`src/rtl/grf_wport_arbiter_pkg.sv`:
```
// ----------------------------------------------------------------------------
// grf_wport_arbiter_pkg
//   Shared widths, FSM state type, the buffered write-beat record and a small
//   register-hit helper. Both the write-back FIFO and the arbiter top use it.
// ----------------------------------------------------------------------------
package grf_wport_arbiter_pkg;

   localparam int unsigned REG_W  = 5;
   localparam int unsigned DATA_W = 32;

   typedef enum logic {
      ST_RUN   = 1'b0,
      ST_DRAIN = 1'b1
   } arb_state_e;

   // One buffered late-result write.
   typedef struct packed {
      logic [REG_W-1:0]  addr;
      logic [DATA_W-1:0] wd;
      logic [DATA_W-1:0] pc;
   } wb_beat_t;

   // $0 never creates a dependency, so it never hits.
   function automatic logic reg_hit(input logic [REG_W-1:0] addr,
                                    input logic [REG_W-1:0] a1,
                                    input logic [REG_W-1:0] a2);
      return (addr != '0) && ((addr == a1) || (addr == a2));
   endfunction

endpackage

```
`src/rtl/grf_wb_fifo.sv`:
```
// ----------------------------------------------------------------------------
// grf_wb_fifo
//   Small circular buffer for late (MDU) GRF writes. Each entry carries a live
//   bit; a younger pipeline write to the same register kills older entries so
//   they drain without touching the GRF.
// Ports
//   clk, reset        clock, asynchronous active-high reset
//   push_i/beat_i     store a beat at the tail (caller guarantees !full)
//   pop_i             drop the head (caller guarantees !empty)
//   kill_i/addr_i     clear live on every stored entry with a matching addr
//   rd_a1_i, rd_a2_i  D-stage read addresses
//   empty_o, full_o   occupancy flags
//   head_o/live_o     head entry and its live bit
//   rd_hit_o          some live entry targets a D-stage read register
// ----------------------------------------------------------------------------
module grf_wb_fifo
   import grf_wport_arbiter_pkg::*;
#(
   parameter int unsigned DEPTH = 2
) (
   input  logic             clk,
   input  logic             reset,
   input  logic             push_i,
   input  wb_beat_t         push_beat_i,
   input  logic             pop_i,
   input  logic             kill_i,
   input  logic [REG_W-1:0] kill_addr_i,
   input  logic [REG_W-1:0] rd_a1_i,
   input  logic [REG_W-1:0] rd_a2_i,
   output logic             empty_o,
   output logic             full_o,
   output wb_beat_t         head_o,
   output logic             head_live_o,
   output logic             rd_hit_o
);

   localparam int unsigned    PTR_W    = $clog2(DEPTH);
   localparam int unsigned    CNT_W    = PTR_W + 1;
   localparam logic [CNT_W-1:0] FULL_CNT = CNT_W'(DEPTH);

   wb_beat_t         mem_q [DEPTH];
   logic [DEPTH-1:0] live_q,   live_d;
   logic [PTR_W-1:0] wr_ptr_q, wr_ptr_d;
   logic [PTR_W-1:0] rd_ptr_q, rd_ptr_d;
   logic [CNT_W-1:0] count_q,  count_d;

   assign empty_o     = (count_q == '0);
   assign full_o      = (count_q == FULL_CNT);
   assign head_o      = mem_q[rd_ptr_q];
   // Live bits are only ever set on occupied slots, so an empty FIFO reads 0.
   assign head_live_o = live_q[rd_ptr_q];

   always_comb begin
      // NOTE: every signal assigned here gets a default first, so no path can
      // leave one unassigned and infer a latch.
      live_d   = live_q;
      wr_ptr_d = wr_ptr_q;
      rd_ptr_d = rd_ptr_q;
      count_d  = count_q;

      // Kill first: an entry pushed this cycle is younger and must stay live.
      if (kill_i) begin
         for (int i = 0; i < DEPTH; i++) begin
            if (mem_q[i].addr == kill_addr_i) live_d[i] = 1'b0;
         end
      end
      if (pop_i) begin
         live_d[rd_ptr_q] = 1'b0;
         rd_ptr_d         = rd_ptr_q + PTR_W'(1);
      end
      if (push_i) begin
         live_d[wr_ptr_q] = 1'b1;
         wr_ptr_d         = wr_ptr_q + PTR_W'(1);
      end

      unique case ({push_i, pop_i})
         2'b10:   count_d = count_q + CNT_W'(1);
         2'b01:   count_d = count_q - CNT_W'(1);
         default: count_d = count_q;
      endcase
   end

   always_comb begin
      rd_hit_o = 1'b0;
      for (int i = 0; i < DEPTH; i++) begin
         if (live_q[i] && reg_hit(mem_q[i].addr, rd_a1_i, rd_a2_i)) rd_hit_o = 1'b1;
      end
   end

   // NOTE: state registers use non-blocking assignments so every flop samples
   // the pre-edge values regardless of block ordering.
   always_ff @(posedge clk or posedge reset) begin
      if (reset) begin
         live_q   <= '0;
         wr_ptr_q <= '0;
         rd_ptr_q <= '0;
         count_q  <= '0;
      end else begin
         live_q   <= live_d;
         wr_ptr_q <= wr_ptr_d;
         rd_ptr_q <= rd_ptr_d;
         count_q  <= count_d;
      end
   end

   // NOTE: the payload array is deliberately not reset; count and live bits
   // gate every use of it, so stale contents are never observed.
   always_ff @(posedge clk) begin
      if (push_i) mem_q[wr_ptr_q] <= push_beat_i;
   end

endmodule

```
`src/rtl/grf_wport_arbiter.sv`:
```
// ----------------------------------------------------------------------------
// grf_wport_arbiter
//   Shares the single GRF write port between the W stage (A, priority, no
//   backpressure) and the late MDU result path (B, valid/ready). B beats are
//   buffered and drained on cycles when A is idle. Also raises a D-stage
//   read stall on pending B writes and a pipeline hold on a full buffer or a
//   starved head.
// Ports
//   clk, reset                 clock, asynchronous active-high reset
//   a_we/a_addr/a_wd/a_pc      W-stage write
//   b_valid/b_ready            MDU handshake (b_ready = !full)
//   b_addr/b_wd/b_pc           MDU write beat
//   rd_a1, rd_a2               D-stage read addresses
//   rd_stall                   D-stage read hits a pending B write
//   a_hold                     freeze pipeline while the buffer drains
//   grf_we/grf_a3/grf_wd/grf_pc GRF write port
// ----------------------------------------------------------------------------
module grf_wport_arbiter
   import grf_wport_arbiter_pkg::*;
#(
   parameter int unsigned DEPTH      = 2,
   parameter int unsigned STARVE_MAX = 8
) (
   input  logic              clk,
   input  logic              reset,
   input  logic              a_we,
   input  logic [REG_W-1:0]  a_addr,
   input  logic [DATA_W-1:0] a_wd,
   input  logic [DATA_W-1:0] a_pc,
   input  logic              b_valid,
   output logic              b_ready,
   input  logic [REG_W-1:0]  b_addr,
   input  logic [DATA_W-1:0] b_wd,
   input  logic [DATA_W-1:0] b_pc,
   input  logic [REG_W-1:0]  rd_a1,
   input  logic [REG_W-1:0]  rd_a2,
   output logic              rd_stall,
   output logic              a_hold,
   output logic              grf_we,
   output logic [REG_W-1:0]  grf_a3,
   output logic [DATA_W-1:0] grf_wd,
   output logic [DATA_W-1:0] grf_pc
);

   localparam int unsigned      WAIT_W   = $clog2(STARVE_MAX + 1);
   localparam logic [WAIT_W-1:0] WAIT_MAX = WAIT_W'(STARVE_MAX);

   arb_state_e        state_q, state_d;
   logic [WAIT_W-1:0] wait_q,  wait_d;

   logic     a_wr;
   logic     b_push_hs;
   logic     b_store;
   logic     fifo_pop;
   logic     fifo_empty;
   logic     fifo_full;
   logic     head_live;
   logic     fifo_rd_hit;
   wb_beat_t head;
   wb_beat_t b_beat;

   assign a_wr      = a_we && (a_addr != '0);
   assign b_ready   = !fifo_full;
   assign b_push_hs = b_valid && b_ready;
   // A $0 beat completes its handshake but has nothing to write.
   assign b_store   = b_push_hs && (b_addr != '0);
   assign fifo_pop  = !a_wr && !fifo_empty;
   assign b_beat    = '{addr: b_addr, wd: b_wd, pc: b_pc};

   grf_wb_fifo #(
      .DEPTH (DEPTH)
   ) u_fifo (
      .clk         (clk),
      .reset       (reset),
      .push_i      (b_store),
      .push_beat_i (b_beat),
      .pop_i       (fifo_pop),
      .kill_i      (a_wr),
      .kill_addr_i (a_addr),
      .rd_a1_i     (rd_a1),
      .rd_a2_i     (rd_a2),
      .empty_o     (fifo_empty),
      .full_o      (fifo_full),
      .head_o      (head),
      .head_live_o (head_live),
      .rd_hit_o    (fifo_rd_hit)
   );

   // Write-port mux: A wins; otherwise the head drains, dead heads with we=0.
   always_comb begin
      grf_we = 1'b0;
      grf_a3 = '0;
      grf_wd = '0;
      grf_pc = '0;
      if (a_wr) begin
         grf_we = 1'b1;
         grf_a3 = a_addr;
         grf_wd = a_wd;
         grf_pc = a_pc;
      end else if (!fifo_empty) begin
         grf_we = head_live;
         grf_a3 = head.addr;
         grf_wd = head.wd;
         grf_pc = head.pc;
      end
   end

   // No bypass, so the beat being pushed is not yet in the FIFO and is
   // checked separately.
   assign rd_stall = fifo_rd_hit || (b_store && reg_hit(b_addr, rd_a1, rd_a2));

   // Starvation counter: counts cycles a live head loses the port to A.
   always_comb begin
      wait_d = wait_q;
      if (fifo_pop) begin
         wait_d = '0;
      end else if (a_wr && !fifo_empty && head_live && (wait_q != WAIT_MAX)) begin
         wait_d = wait_q + WAIT_W'(1);
      end
   end

   always_comb begin
      state_d = state_q;
      unique case (state_q)
         ST_RUN:   if (fifo_full || (wait_q == WAIT_MAX)) state_d = ST_DRAIN;
         ST_DRAIN: if (fifo_empty) state_d = ST_RUN;
         default:  state_d = ST_RUN;
      endcase
   end

   assign a_hold = (state_q == ST_DRAIN);

   always_ff @(posedge clk or posedge reset) begin
      if (reset) begin
         state_q <= ST_RUN;
         wait_q  <= '0;
      end else begin
         state_q <= state_d;
         wait_q  <= wait_d;
      end
   end

`ifndef SYNTHESIS
   // A write during a hold still takes the port; flag the protocol breach.
   always_ff @(posedge clk) begin
      if (!reset && a_hold && a_wr) begin
         $warning("grf_wport_arbiter: A write to $%0d while a_hold is high", a_addr);
      end
   end
`endif

endmodule

```
`config.mk`:
```
export PLATFORM = sky130hd
export DESIGN_NAME = grf_wport_arbiter
export DESIGN_NICKNAME = d
export VERILOG_FILES = /design/src/rtl/grf_wport_arbiter_pkg.sv /design/src/rtl/grf_wb_fifo.sv /design/src/rtl/grf_wport_arbiter.sv
export SDC_FILE = /design/constraint.sdc
export NUM_CORES = 1
export LEC_CHECK = 0
export ABC_CLOCK_PERIOD_IN_PS = 5700
export BUFFER_PORTS_ARGS = -buffer_cell sky130_fd_sc_hd__buf_2
export CELL_PAD_IN_SITES_DETAIL_PLACEMENT = 1
export CELL_PAD_IN_SITES_GLOBAL_PLACEMENT = 1
export CORE_MARGIN = 3
export CORE_UTILIZATION = 40
export DETAILED_ROUTE_END_ITERATION = 7
export GPL_TIMING_DRIVEN = 0
export PLACE_DENSITY_LB_ADDON = 0.2
export SLEW_MARGIN = 20
export SYNTH_ARGS = -nofsm -noshare
export SYNTH_HDL_FRONTEND = slang
export SYNTH_SLANG_ARGS = --single-unit
```
`constraint.sdc`:
```
create_clock -name clk -period 5.7 [get_ports clk]
set_input_delay 1.14 -clock clk [delete_from_list [all_inputs] [get_ports clk]]
set_output_delay 1.14 -clock clk [all_outputs]
set_load 0.01 [all_outputs]
```
======== Word-level counts from Yosys, hierarchy flattened ========
Memories as Yosys holds them, arrays and structs flattened.
Index checks and enable logic that the tools add are counted.
storage, ports and cells
  word-level logic and storage cells ...... 92
  input bits .............................. 152
  flip-flop bits (word level) ............. 11
  memories ................................ 1
  memory bits (writable) .................. 138
memories
  memory        depth  bits a word  read ports  clocked after Yosys merged registers in  wr ports  RTL line           RTL
  u_fifo.mem_q  2      69           3           0                                        1         grf_wb_fifo.sv:41  wb_beat_t mem_q [DEPTH];
operators by class
  add/sub/neg operators ................... 5
  reductions and logical operators ........ 30
  order comparisons ....................... 4
  mux-type cells .......................... 29
  bitwise gates (word level) .............. 4
  equality and inequality tests ........... 13
operators by type and width
  operator                                                     number
  2-to-1 mux 32 bit                                            4
  == test 5 bit                                                8
  nonzero test 5 bit                                           4
  logical AND 1 bit                                            15
  2-to-1 mux 1 bit                                             14
  2-to-1 mux 5 bit                                             2
  2-to-1 mux 4 bit                                             2
  2-to-1 mux 2 bit                                             3
  logical OR 1 bit                                             5
  adder 4 x 1 -> 4 bit (second input constant)                 1
  == test 2 bit (second input constant)                        2
  == test 4 bit (second input constant)                        1
  less-than comparator 1 x 2 -> 1 bit (second input constant)  2
  != test 4 bit (second input constant)                        1
  case mux 2 bit (2 select lines)                              1
  nonzero test 2 bit                                           2
  logical NOT 1 bit                                            3
  adder 1 bit (second input constant)                          2
  adder 2 x 1 -> 2 bit (second input constant)                 1
  bitwise AND 2 bit                                            1
  demux 1 bit (select 1 bit)                                   2
  == test 2 x 1 -> 1 bit (second input constant)               1
  >= comparator 1 bit (second input constant)                  2
  logical NOT 2 bit                                            1
  5 further kinds                                              5

======== Longest topological paths before layout ========
Gate-level depths: netlist (run 1).
  word-level depth ........................ 9
  mapped depth ............................ 9
  mapped depth without buffers ............ 8

======== Cells and area by module ========
A second synthesis (run 1) with hierarchy kept.
second synthesis, totals
  cell total of the unflattened synthesis .. 562
  area, all modules ....................... 7,193.1 um2
by module, submodules not included
  module             instances  sequential area each (um2)  cells an instance  area an instance (um2)
  grf_wb_fifo        1          4,294.1                     288                5,604.1
  grf_wport_arbiter  1          125.1                       274                1,589.0

======== Worst setup path after synthesis (run 1) ========
No wires, ideal clock.
  path type ............................... input to register
  start point ............................. input port b_addr[4]
  end point ............................... memory u_fifo.mem_q[1][0] (netlist name), enable pin
  data arrival time ....................... 4,364 ps
  stages on the path ...................... 3
  buffers on the path ..................... 0
  slack ................................... 838 ps
  required time ........................... 5,202 ps
  path through ............................ or4_1 o211ai_1 nor2_1
between the ends
  cells in the longest elaborated chain, start to end .. 4
ends and longest elaborated chain
  item                                    RTL line                 RTL
  start, declared                         grf_wport_arbiter.sv:32  input logic [REG_W-1:0] b_addr,
  nonzero test 5 bit                      grf_wport_arbiter.sv:66  assign b_store = b_push_hs && (b_addr != '0);
  logical AND 1 bit                       grf_wport_arbiter.sv:66
  2-to-1 mux 1 bit                        grf_wb_fifo.sv:109       if (push_i) mem_q[wr_ptr_q] <= push_beat_i;
  2-to-1 mux 1 bit (implied by the code)  grf_wb_fifo.sv:109
  end, declared                           grf_wb_fifo.sv:41
Every way passes these cells.

======== Worst setup path in the final report (run 1) ========
  start point ............................. input port a_addr[0]
  end point ............................... output port grf_we
between the ends
  cells in the longest elaborated chain, start to end .. 3
ends and longest elaborated chain
  item                RTL line                 RTL
  start, declared     grf_wport_arbiter.sv:27  input logic [REG_W-1:0] a_addr,
  nonzero test 5 bit  grf_wport_arbiter.sv:62  assign a_wr = a_we && (a_addr != '0);
  logical AND 1 bit   grf_wport_arbiter.sv:62
  2-to-1 mux 1 bit    grf_wport_arbiter.sv:95  if (a_wr) begin
  end, declared       grf_wport_arbiter.sv:39  output logic grf_we,
Every way passes these cells.

==> results.py, run 1 <==
metrics = {
    "grt": {
        "grt_pass1_vias": 5208,
        "antenna_found_initial": 2,
        "grt_pass1_wl_mm": 27.3,
        "overflow": 0,
        "grt_max_degree": 21,
        "gr-usage-all-layers": 0.196,
    },
    "synthesis": {
        "synthArstFlopShare": 0.0738,
        "synth_seq_cells": 149,
        "seq_area_frac_synth": 0.671,
        "synth.net_count": 641,
        "synth_edf_count": 138,
        "syn_area_per_cell_um2": 13.6,
        "synthDistinctLibCells": 30,
        "ys_warn_count": 0,
        "synth_area_mm2": 0.00659,
        "syn_inst": 486,
        "synth_area_leader_cell": "edfxtp_1",
        "synthTopCellsByArea": "edfxtp_1 (63%), mux2i_1 (11%), o21ai_1 (5.2%)",
        "synth_top_cell_area_share": 0.629,
        "ys.flop_type": "edfxtp_1",
    },
    "sta": {
        "max_clock_freq_mhz": 233,
        "rsz0062_at_grt": "false",
        "period_needed_ns": 4.30,
        "fin_ws_ns": 1.40,
        "setup_viol": 0,
        "drv_slew": 0,
        "finalCritPeriodShare": 0.754,
        "hold_ws_ns": 0.530,
        "clock_skew_ns": 0.0111,
        "max_slew.worst_pin.slew_ns": 0.836,
        "hold_viol": 0,
        "relSlewSlack": 0.440,
        "setup_tns_ns": 0,
    },
    "route": {
        "wl_per_cell_um": 18.6,
        "vias": 4806,
        "ant_nets": 0,
        "firstDrtPassIters": 4,
        "finalWirelength_mm": 18.0,
        "via_per_inst": 4.98,
        "drc_errors": 0,
        "drt_iter0_markers": 253,
    },
    "final_layout": {
        "nFillCells": 1739,
        "mostFrequentLayoutCell": "buf_2",
        "syn_to_final_growth_pct": 32.5,
        "nets": 890,
        "multi_input_area_mm2": 0.00205,
        "drive_gt1_frac": 0.361,
        "mostFrequentLayoutCells": "buf_2 (232), edfxtp_1 (138), nand2_1 (73), mux2i_1 (71), o21ai_1 (69)",
        "seqCellArea_mm2": 0.00442,
        "finalNonFillerCells": 965,
    },
    "die": {
        "die_h_um": 134,
        "dieArea_mm2": 0.0181,
        "placementRows": 46,
        "core_area_mm2": 0.0160,
        "start_util": 0.412,
        "io_pins": 225,
        "fp.dieW_um": 134,
    },
    "setup_path": {
        "max_stage_delay_ns": 0.52,
        "crit_slowest_cell": "or4_1",
        "arrival_ns": 3.16,
        "crit_chain": "buf_2 -> or4_1 -> o21a_1 -> clkbuf_1 -> clkbuf_1 -> o21bai_1 -> buf_2",
        "cp-end-kind": "output pin",
        "cp.required_ns": 4.56,
        "cp-start-kind": "input port",
        "critPathMaxFanout": 10,
        "setup.worst_path.class": "in2out",
    },
    "run": {
        "max-cap-violations": 0,
    },
    "clock_network": {
        "hold_buffers": 0,
        "cts_root_buffer": "clkbuf_16",
        "post_cts_buffers": 0,
        "post_cts_resized": 0,
        "clockBufferDepth": 2,
        "clk_latency_ns": 0.42,
        "h-tree-depth": 4,
        "cts_num_sinks": 149,
        "cts_tree": "yes",
        "cts_made_buffers": 17,
        "cts.clk_slew.worst_paths_ns": 0.05,
    },
    "power": {
        "total_leakage_power_nw": 3.63,
        "fin_total_pwr_w": 0.00399,
        "ir_drop_v": 0.000247,
        "power_density_mw_per_mm2": 456,
    },
    "hold_path": {
        "min_path_type": "reg2reg",
    },
    "place": {
        "gp_congestion": 0.889,
        "io_buffers": 224,
        "dp.cells": 932,
        "dp_hpwl_mm": 13.6,
        "dp_slack_ns": 1.36,
    },
    "status": {
        "outcome": "finished clean",
    },
}
[worst paths after layout]
kind,cells after the start,slack [ns],to,from
setup reg to reg,6,3.13,u_fifo.mem_q[0][42]$_DFFE_PP_,u_fifo.count_q[0]$_DFFE_PP0P_
setup / recovery,7,1.40,grf_we,a_addr[0]
max in group asynchronous,2,4.67,u_fifo.live_q[1]$_DFF_PP0_,reset
hold / removal,1,0.53,u_fifo.count_q[1]$_DFFE_PP0P_,u_fifo.count_q[1]$_DFFE_PP0P_
min in group asynchronous,2,0.72,wait_q[2]$_DFFE_PP0P_,reset
hold reg to reg,1,0.53,u_fifo.count_q[1]$_DFFE_PP0P_,u_fifo.count_q[1]$_DFFE_PP0P_
[registers in the layout, indices dropped and copies added, names as in the netlist]
name and flops:
a_hold 1, u_fifo.live_q 2, u_fifo.mem_q 138, u_fifo.count_q 2
u_fifo.wr_ptr_q 1, u_fifo.rd_ptr_q 1, wait_q 4
[area by class of cell]
type	count	area share
Antenna cell	1	0.000287
Buffer	24	0.0123
Clock buffer	21	0.0504
Clock inverter	11	0.0146
Inverter	6	0.00272
Multi-Input combinational cell	307	0.235
Sequential cell	149	0.506
Tap cell	216	0.0309
Timing Repair Buffer	230	0.147
[critical path: cells and delay by family]
| kind | cells | cell delay [ns] |
|---|---|---|
| compound gates | 2 | 0.53 |
| buf+inv | 4 | 0.97 |
| simple gates | 1 | 0.52 |
[stage by stage]
step	util	instance area, µm²
floorplan	-	6590
global placement	0.499	7980
detailed placement	0.510	8160
CTS	0.546	8730
global route	0.546	8730
finish	0.546	8730
[cell families after synthesis]
family / count (synthesis) / synth area share
DFF: 149 / 0.671
and+or+nand+nor: 103 / 0.0651
AOI/OAI and AO/OA: 82 / 0.0670
muxes: 71 / 0.108
xor gates and xnor gates: 48 / 0.0638
buffers and inverters: 30 / 0.0199
adders and majority gates: 3 / 0.00570
[synth_stat cells (4+ instances only)]
master and n:
nor3_1 9, nand3_1 5, edfxtp_1 138, or4_1 4, inv_1 5, mux2i_1 71, nand2_1 73, xnor2_1 27
buf_2 8, o21ai_1 69, clkbuf_1 14, xor2_1 21, dfrtp_1 11, nor2_1 8
[report_power, final]
part	internal [W]	leakage (nW)	switching (W)
clock	0.000645	0.268	0.000421
combinational	0.000552	1.95	0.000771
sequential	0.00149	1.42	0.000106
[metal layers]
layer  vias to the layer above  part of all wire  global-route usage
met3                        26             0.059              0.0533
met5                         -           0.00072                   0
met4                         2             0.018              0.0617
met2                       165              0.49               0.335
li1                       2286                 -                   -
met1                      2327              0.43               0.243
Power figures use the tool's default switching activity.
==> run 2: changes to the inputs <==
--- a/config.mk
+++ b/config.mk
@@ -5,12 +5,13 @@
 export SDC_FILE = /design/constraint.sdc
 export NUM_CORES = 1
 export LEC_CHECK = 0
-export ABC_CLOCK_PERIOD_IN_PS = 5700
+export ABC_AREA = 1
+export ABC_CLOCK_PERIOD_IN_PS = 3700
 export BUFFER_PORTS_ARGS = -buffer_cell sky130_fd_sc_hd__buf_2
 export CELL_PAD_IN_SITES_DETAIL_PLACEMENT = 1
 export CELL_PAD_IN_SITES_GLOBAL_PLACEMENT = 1
 export CORE_MARGIN = 3
-export CORE_UTILIZATION = 40
+export CORE_UTILIZATION = 35
 export DETAILED_ROUTE_END_ITERATION = 7
 export GPL_TIMING_DRIVEN = 0
 export PLACE_DENSITY_LB_ADDON = 0.2
==> constraint.sdc (replaced) <==
create_clock -name clk -period 3.7 [get_ports clk]
set_input_delay 0.74 -clock clk [delete_from_list [all_inputs] [get_ports clk]]
set_output_delay 0.74 -clock clk [all_outputs]
set_load 0.01 [all_outputs]
==> results.py, run 2 <==
metrics = {
    "grt": {
        "grt_max_degree": 52,
        "antenna_found_initial": 3,
        "gr-usage-all-layers": 0.186,
        "overflow": 0,
        "grt_pass1_vias": 5841,
        "grt_pass1_wl_mm": 31.0,
    },
    "final_layout": {
        "mostFrequentLayoutCells": "nand2_1 (281), buf_2 (232), edfxtp_1 (138), nand3_1 (72), inv_1 (41)",
        "nets": 1066,
        "drive_gt1_frac": 0.333,
        "syn_to_final_growth_pct": 31.8,
        "largest_registers": "u_fifo.mem_q (138), wait_q (4)",
        "multi_input_area_mm2": 0.00206,
        "mostFrequentLayoutCell": "nand2_1",
        "nFillCells": 2187,
        "fin_area_mm2": 0.00900,
        "top_register": "u_fifo.mem_q",
        "seqCellArea_mm2": 0.00442,
        "largest_reg_flops": 138,
    },
    "synthesis": {
        "synth_area_mm2": 0.00683,
        "synth_area_leader_cell": "edfxtp_1",
        "synth_edf_count": 138,
        "seq_area_frac_synth": 0.647,
        "ys_warn_count": 0,
        "synthDistinctLibCells": 29,
        "synthArstFlopShare": 0.0738,
        "synthTopCellsByArea": "edfxtp_1 (61%), nand2_1 (15%), nand3_1 (5.3%)",
        "synth.net_count": 819,
        "syn_inst": 664,
        "ys.flop_type": "edfxtp_1",
        "ys_top_cells_by_count": "nand2_1 (281), edfxtp_1 (138), nand3_1 (72)",
        "synth_most_common_cell": "nand2_1",
        "syn_area_per_cell_um2": 10.3,
        "synth_seq_cells": 149,
        "synth_top_cell_area_share": 0.607,
    },
    "place": {
        "io_buffers": 224,
        "gp_congestion": 0.850,
        "dp_slack_ns": 0.817,
        "placed_cell_area_mm2": 0.00840,
        "dp_hpwl_mm": 14.6,
    },
    "power": {
        "power_density_mw_per_mm2": 674,
        "total_leakage_power_nw": 4.08,
        "p_sw_w": 0.00201,
        "p_sw_frac": 0.332,
        "pwr-share-seq": 0.400,
        "internal-power_w": 0.00405,
        "pwr-share-clk": 0.292,
        "combPwrFrac": 0.309,
        "ir_drop_v": 0.000394,
    },
    "setup_path": {
        "setup.worst_path.class": "in2out",
        "cp-end-kind": "output pin",
        "cp.required_ns": 2.96,
        "critPathMaxFanout": 10,
        "reg2regPathDepth": 6,
        "arrival_ns": 2.13,
        "cp-start-kind": "input port",
    },
    "sta": {
        "hold_viol": 0,
        "fin_ws_ns": 0.830,
        "max_slew.worst_pin.slew_ns": 0.572,
        "finalCritPeriodShare": 0.776,
        "rsz0062_at_grt": "false",
        "setup_tns_ns": 0,
        "period_needed_ns": 2.87,
        "clock_skew_ns": 0.0115,
        "max_clock_freq_mhz": 348,
        "relSlewSlack": 0.618,
        "drv_slew": 0,
        "setup_viol": 0,
    },
    "clock_network": {
        "cts.clk_slew.worst_paths_ns": 0.07,
        "cts_num_sinks": 149,
        "post_cts_buffers": 0,
        "cts_root_buffer": "clkbuf_16",
        "clk_latency_ns": 0.42,
        "clockBufferDepth": 2,
        "post_cts_resized": 0,
        "hold_buffers": 0,
        "cts_tree": "yes",
        "h-tree-depth": 4,
        "cts_made_buffers": 17,
    },
    "route": {
        "finalWirelength_mm": 19.5,
        "drc_errors": 0,
        "via_per_inst": 4.59,
        "wl_per_cell_um": 16.4,
        "ant_nets": 0,
        "drt_iter0_markers": 230,
        "vias": 5441,
        "firstDrtPassIters": 4,
    },
    "die": {
        "io_pins": 225,
        "fp.dieW_um": 146,
        "dieArea_mm2": 0.0212,
        "die_h_um": 146,
        "start_util": 0.360,
        "placementRows": 50,
        "core_area_mm2": 0.0190,
    },
    "run": {
        "max-cap-violations": 0,
    },
    "status": {
        "outcome": "finished clean",
    },
    "hold_path": {
        "min_path_type": "in2async",
    },
}
-- run 2: changes by cell type in the layout (fill, tap and decap cells not counted), sizes merged, moves of 8 or more --
cell / delta
a21oi: +8
clkbuf: -14
inv: +43
mux2i: -71
nand2: +219
nand3: +79
nor2: +18
o21ai: -64
xnor2: -16
xor2: -14
-- run 2: area by class of cell --
type,count,share of cell area
Inverter,46,0.0196
Multi-Input combinational cell,447,0.228
Buffer,22,0.0208
Sequential cell,149,0.491
Timing Repair Buffer,228,0.137
Antenna cell,2,0.000556
Tap cell,260,0.0361
Clock inverter,14,0.0193
Clock buffer,18,0.0477
-- run 2: power groups by stage --
stage                     Combinational, W  Sequential, W  Clock [W]
after floorplan                    0.00109        0.00245          0
after global routing               0.00211        0.00246    0.00190
after global placement             0.00179        0.00249          0
after CTS                          0.00193        0.00243    0.00181
final                              0.00187        0.00242    0.00177
after detailed placement           0.00192        0.00246          0
-- run 2: routing by layer --
layer	vias to the layer above	routed length, µm	GRT usage
met2	141	9790	0.325
met1	2565	7980	0.215
met5	-	41	0
met3	24	1460	0.0747
li1	2705	-	-
met4	6	231	0.0418
-- run 2: worst max-delay path, cell delays in order --
cell	delay (ns)
buf_2	0.12
inv_1	0.12
nand4_2	0.13
nand2_4	0.15
nand3_2	0.12
clkinv_2	0.09
buf_6	0.18
buf_6	0.17
nand2_1	0.06
nand3_1	0.08
buf_2	0.14
-- run 2: kinds of logic after synthesis --
logic type,synth area share
AND/OR/NAND/NOR,0.258
flip-flops,0.647
buffers and inverters,0.0530
AO/OA/AOI/OAI,0.0137
XOR/XNOR,0.0231
adder cells (fa/ha/maj),0.00550
-- run 2: stage by stage --
| stage | hold WS (ns) | utilization | power [W] | std cells |
|---|---|---|---|---|
| after detailed placement | 0.490 | 0.443 | 0.00438 | 1152 |
| after global placement | 0.488 | 0.437 | 0.00428 | 1148 |
| after floorplan | 0.483 | - | 0.00354 | 664 |
| after CTS | 0.318 | 0.475 | 0.00617 | 1184 |
| final | 0.321 | 0.475 | 0.00607 | 1186 |
| after global routing | 0.344 | 0.475 | 0.00646 | 1184 |
-- run 2: worst paths after layout --
kind / start / to / slack, ns
max: a_addr[1] / grf_wd[31] / 0.83
min: reset / u_fifo.count_q[1]$_DFFE_PP0P_ / 0.32
max reg2reg: u_fifo.count_q[0]$_DFFE_PP0P_ / u_fifo.mem_q[0][52]$_DFFE_PP_ / 1.63
min reg2reg: a_hold$_DFF_PP0_ / a_hold$_DFF_PP0_ / 0.50
max in group asynchronous: reset / wait_q[3]$_DFFE_PP0P_ / 3.05
min in group clk: a_hold$_DFF_PP0_ / a_hold$_DFF_PP0_ / 0.50
==> run 3: changes to the inputs <==
--- a/config.mk
+++ b/config.mk
@@ -6,12 +6,12 @@
 export NUM_CORES = 1
 export LEC_CHECK = 0
 export ABC_AREA = 1
-export ABC_CLOCK_PERIOD_IN_PS = 3700
+export ABC_CLOCK_PERIOD_IN_PS = 3000
 export BUFFER_PORTS_ARGS = -buffer_cell sky130_fd_sc_hd__buf_2
 export CELL_PAD_IN_SITES_DETAIL_PLACEMENT = 1
 export CELL_PAD_IN_SITES_GLOBAL_PLACEMENT = 1
 export CORE_MARGIN = 3
-export CORE_UTILIZATION = 35
+export CORE_UTILIZATION = 38
 export DETAILED_ROUTE_END_ITERATION = 7
 export GPL_TIMING_DRIVEN = 0
 export PLACE_DENSITY_LB_ADDON = 0.2
==> constraint.sdc (replaced) <==
create_clock -name clk -period 3 [get_ports clk]
set_input_delay 0.6 -clock clk [delete_from_list [all_inputs] [get_ports clk]]
set_output_delay 0.6 -clock clk [all_outputs]
set_load 0.01 [all_outputs]
==> results.py, run 3 (synthesis results as in run 2) <==
metrics = {
    "die": {
        "io_pins": 225,
        "dieArea_mm2": 0.0196,
        "fp.dieW_um": 140,
        "die_h_um": 140,
        "core_area_mm2": 0.0174,
        "start_util": 0.392,
        "placementRows": 48,
    },
    "place": {
        "io_buffers": 224,
        "dp.cells": 1117,
        "dp_hpwl_mm": 15.2,
        "dp_slack_ns": 0.383,
        "gp_congestion": 0.811,
    },
    "power": {
        "p_sw_w": 0.00257,
        "total_leakage_power_nw": 4.08,
        "combPwrFrac": 0.315,
        "ir_drop_v": 0.000684,
        "power_density_mw_per_mm2": 831,
        "internal-power_w": 0.00484,
        "p_sw_frac": 0.347,
        "pwr-share-seq": 0.405,
        "pwr-share-clk": 0.280,
    },
    "route": {
        "ant_nets": 0,
        "drt_iter0_markers": 250,
        "via_per_inst": 4.95,
        "wl_per_cell_um": 17.7,
        "vias": 5696,
        "finalWirelength_mm": 20.4,
        "firstDrtPassIters": 4,
        "drc_errors": 0,
    },
    "setup_path": {
        "arrival_ns": 1.99,
        "critPathMaxFanout": 10,
        "cp.required_ns": 2.40,
        "setup.worst_path.end": "grf_pc[31]",
        "cp-start-kind": "input port",
        "crit_start": "a_addr[2]",
        "r2r_slack_ns": 0.98,
        "r2r-end": "u_fifo.mem_q[1][60]$_DFFE_PP_",
        "cp-end-kind": "output pin",
        "reg2regPathDepth": 7,
        "worstReg2RegStart": "u_fifo.count_q[0]$_DFFE_PP0P_",
        "setup.worst_path.class": "in2out",
    },
    "sta": {
        "hold_ws_ns": 0.178,
        "max_clock_freq_mhz": 386,
        "fin_ws_ns": 0.411,
        "drv_slew": 0,
        "max_slew.worst_pin.slew_ns": 0.611,
        "period_needed_ns": 2.59,
        "rsz0062_at_grt": "false",
        "setup_viol": 0,
        "hold_viol": 0,
        "relSlewSlack": 0.591,
        "clock_skew_ns": 0.00817,
        "finalCritPeriodShare": 0.863,
    },
    "grt": {
        "grt_pass1_vias": 6269,
        "antenna_found_initial": 6,
        "grt_pass1_wl_mm": 32.1,
        "grt_max_degree": 44,
        "gr-usage-all-layers": 0.209,
        "overflow": 0,
    },
    "final_layout": {
        "largest_registers": "u_fifo.mem_q (138), wait_q (4)",
        "mostFrequentLayoutCell": "nand2_1",
        "mostFrequentLayoutCells": "nand2_1 (281), buf_2 (232), edfxtp_1 (138), nand3_1 (72), inv_1 (41)",
        "syn_to_final_growth_pct": 30.6,
        "finalNonFillerCells": 1151,
        "largest_reg_flops": 138,
        "nets": 1066,
        "top_register": "u_fifo.mem_q",
        "drive_gt1_frac": 0.335,
    },
    "clock_network": {
        "cts_num_sinks": 149,
        "clockBufferDepth": 2,
        "h-tree-depth": 4,
        "cts_made_buffers": 17,
        "post_cts_buffers": 0,
        "clk_latency_ns": 0.42,
        "cts_tree": "yes",
        "cts.clk_slew.worst_paths_ns": 0.07,
        "cts_root_buffer": "clkbuf_16",
        "hold_buffers": 0,
        "post_cts_resized": 0,
    },
    "status": {
        "outcome": "finished clean",
    },
    "hold_path": {
        "min_path_type": "in2async",
    },
    "run": {
        "max-cap-violations": 0,
    },
}
==> run 3: cell types whose count changed in the layout (fill, tap and decap cells not counted), moves of 2 or more <==
cell        previous run  this run
bufinv_16              3         1
clkinvlp_4             3         1
inv_6                  4         6
clkinv_2               2         5
==> run 3: routing by layer <==
layer / vias up / part of all wire / global-route usage
met3: 30 / 0.065 / 0.0652
li1: 2705 / - / -
met4: 8 / 0.017 / 0.0683
met1: 2774 / 0.40 / 0.239
met5: - / 0.0022 / 0
met2: 179 / 0.51 / 0.374
==> run 3: worst min-delay path by stage <==
stage / endpoint / slack (ns) / cells past startpoint
floorplan: a_hold$_DFF_PP0_ / 0.45 / 1
global placement: a_hold$_DFF_PP0_ / 0.47 / 1
detailed placement: a_hold$_DFF_PP0_ / 0.49 / 1
CTS: u_fifo.wr_ptr_q$_DFFE_PP0N_ / 0.19 / 2
global route: u_fifo.wr_ptr_q$_DFFE_PP0N_ / 0.21 / 2
finish: u_fifo.wr_ptr_q$_DFFE_PP0N_ / 0.18 / 2
==> run 3: worst max-delay path, cell delays in order <==
cell      delay, ns
buf_2          0.14
nor2_2         0.14
nand4_2        0.11
nand2_4        0.15
nand3_2        0.12
clkinv_2       0.09
buf_6          0.17
buf_6          0.16
nand2_1        0.06
nand3_1        0.09
buf_2          0.14
==> run 3: final cells by class <==
| type | instances | area [µm²] |
|---|---|---|
| Tap cell | 225 | 282 |
| Multi-Input combinational cell | 447 | 2060 |
| Inverter | 46 | 176 |
| Clock buffer | 17 | 425 |
| Antenna cell | 2 | 5.00 |
| Clock inverter | 15 | 146 |
| Fill cell | 2019 | 8500 |
| Sequential cell | 149 | 4420 |
| Timing Repair Buffer | 228 | 1220 |
| Buffer | 22 | 188 |
==> run 3: power by group through the flow <==
stage / Clock [W] / Combinational, W / Sequential, W
2_1_floorplan: 0 / 0.00135 / 0.00301
3_3_place_gp: 0 / 0.00218 / 0.00306
3_5_place_dp: 0 / 0.00237 / 0.00305
4_1_cts: 0.00211 / 0.00239 / 0.00301
5_1_grt: 0.00220 / 0.00260 / 0.00304
6_report: 0.00207 / 0.00233 / 0.00300
==> run 3: through the flow <==
| step | utilization | setup TNS (ns) | power (W) | cell area [µm²] |
|---|---|---|---|---|
| final | 0.512 | 0 | 0.00741 | 8920 |
| after global routing | 0.512 | 0 | 0.00784 | 8920 |
| after CTS | 0.512 | 0 | 0.00750 | 8920 |
| after detailed placement | 0.479 | 0 | 0.00541 | 8340 |
| after global placement | 0.473 | -100.74 | 0.00524 | 8240 |
| after floorplan | - | 0 | 0.00436 | 6840 |
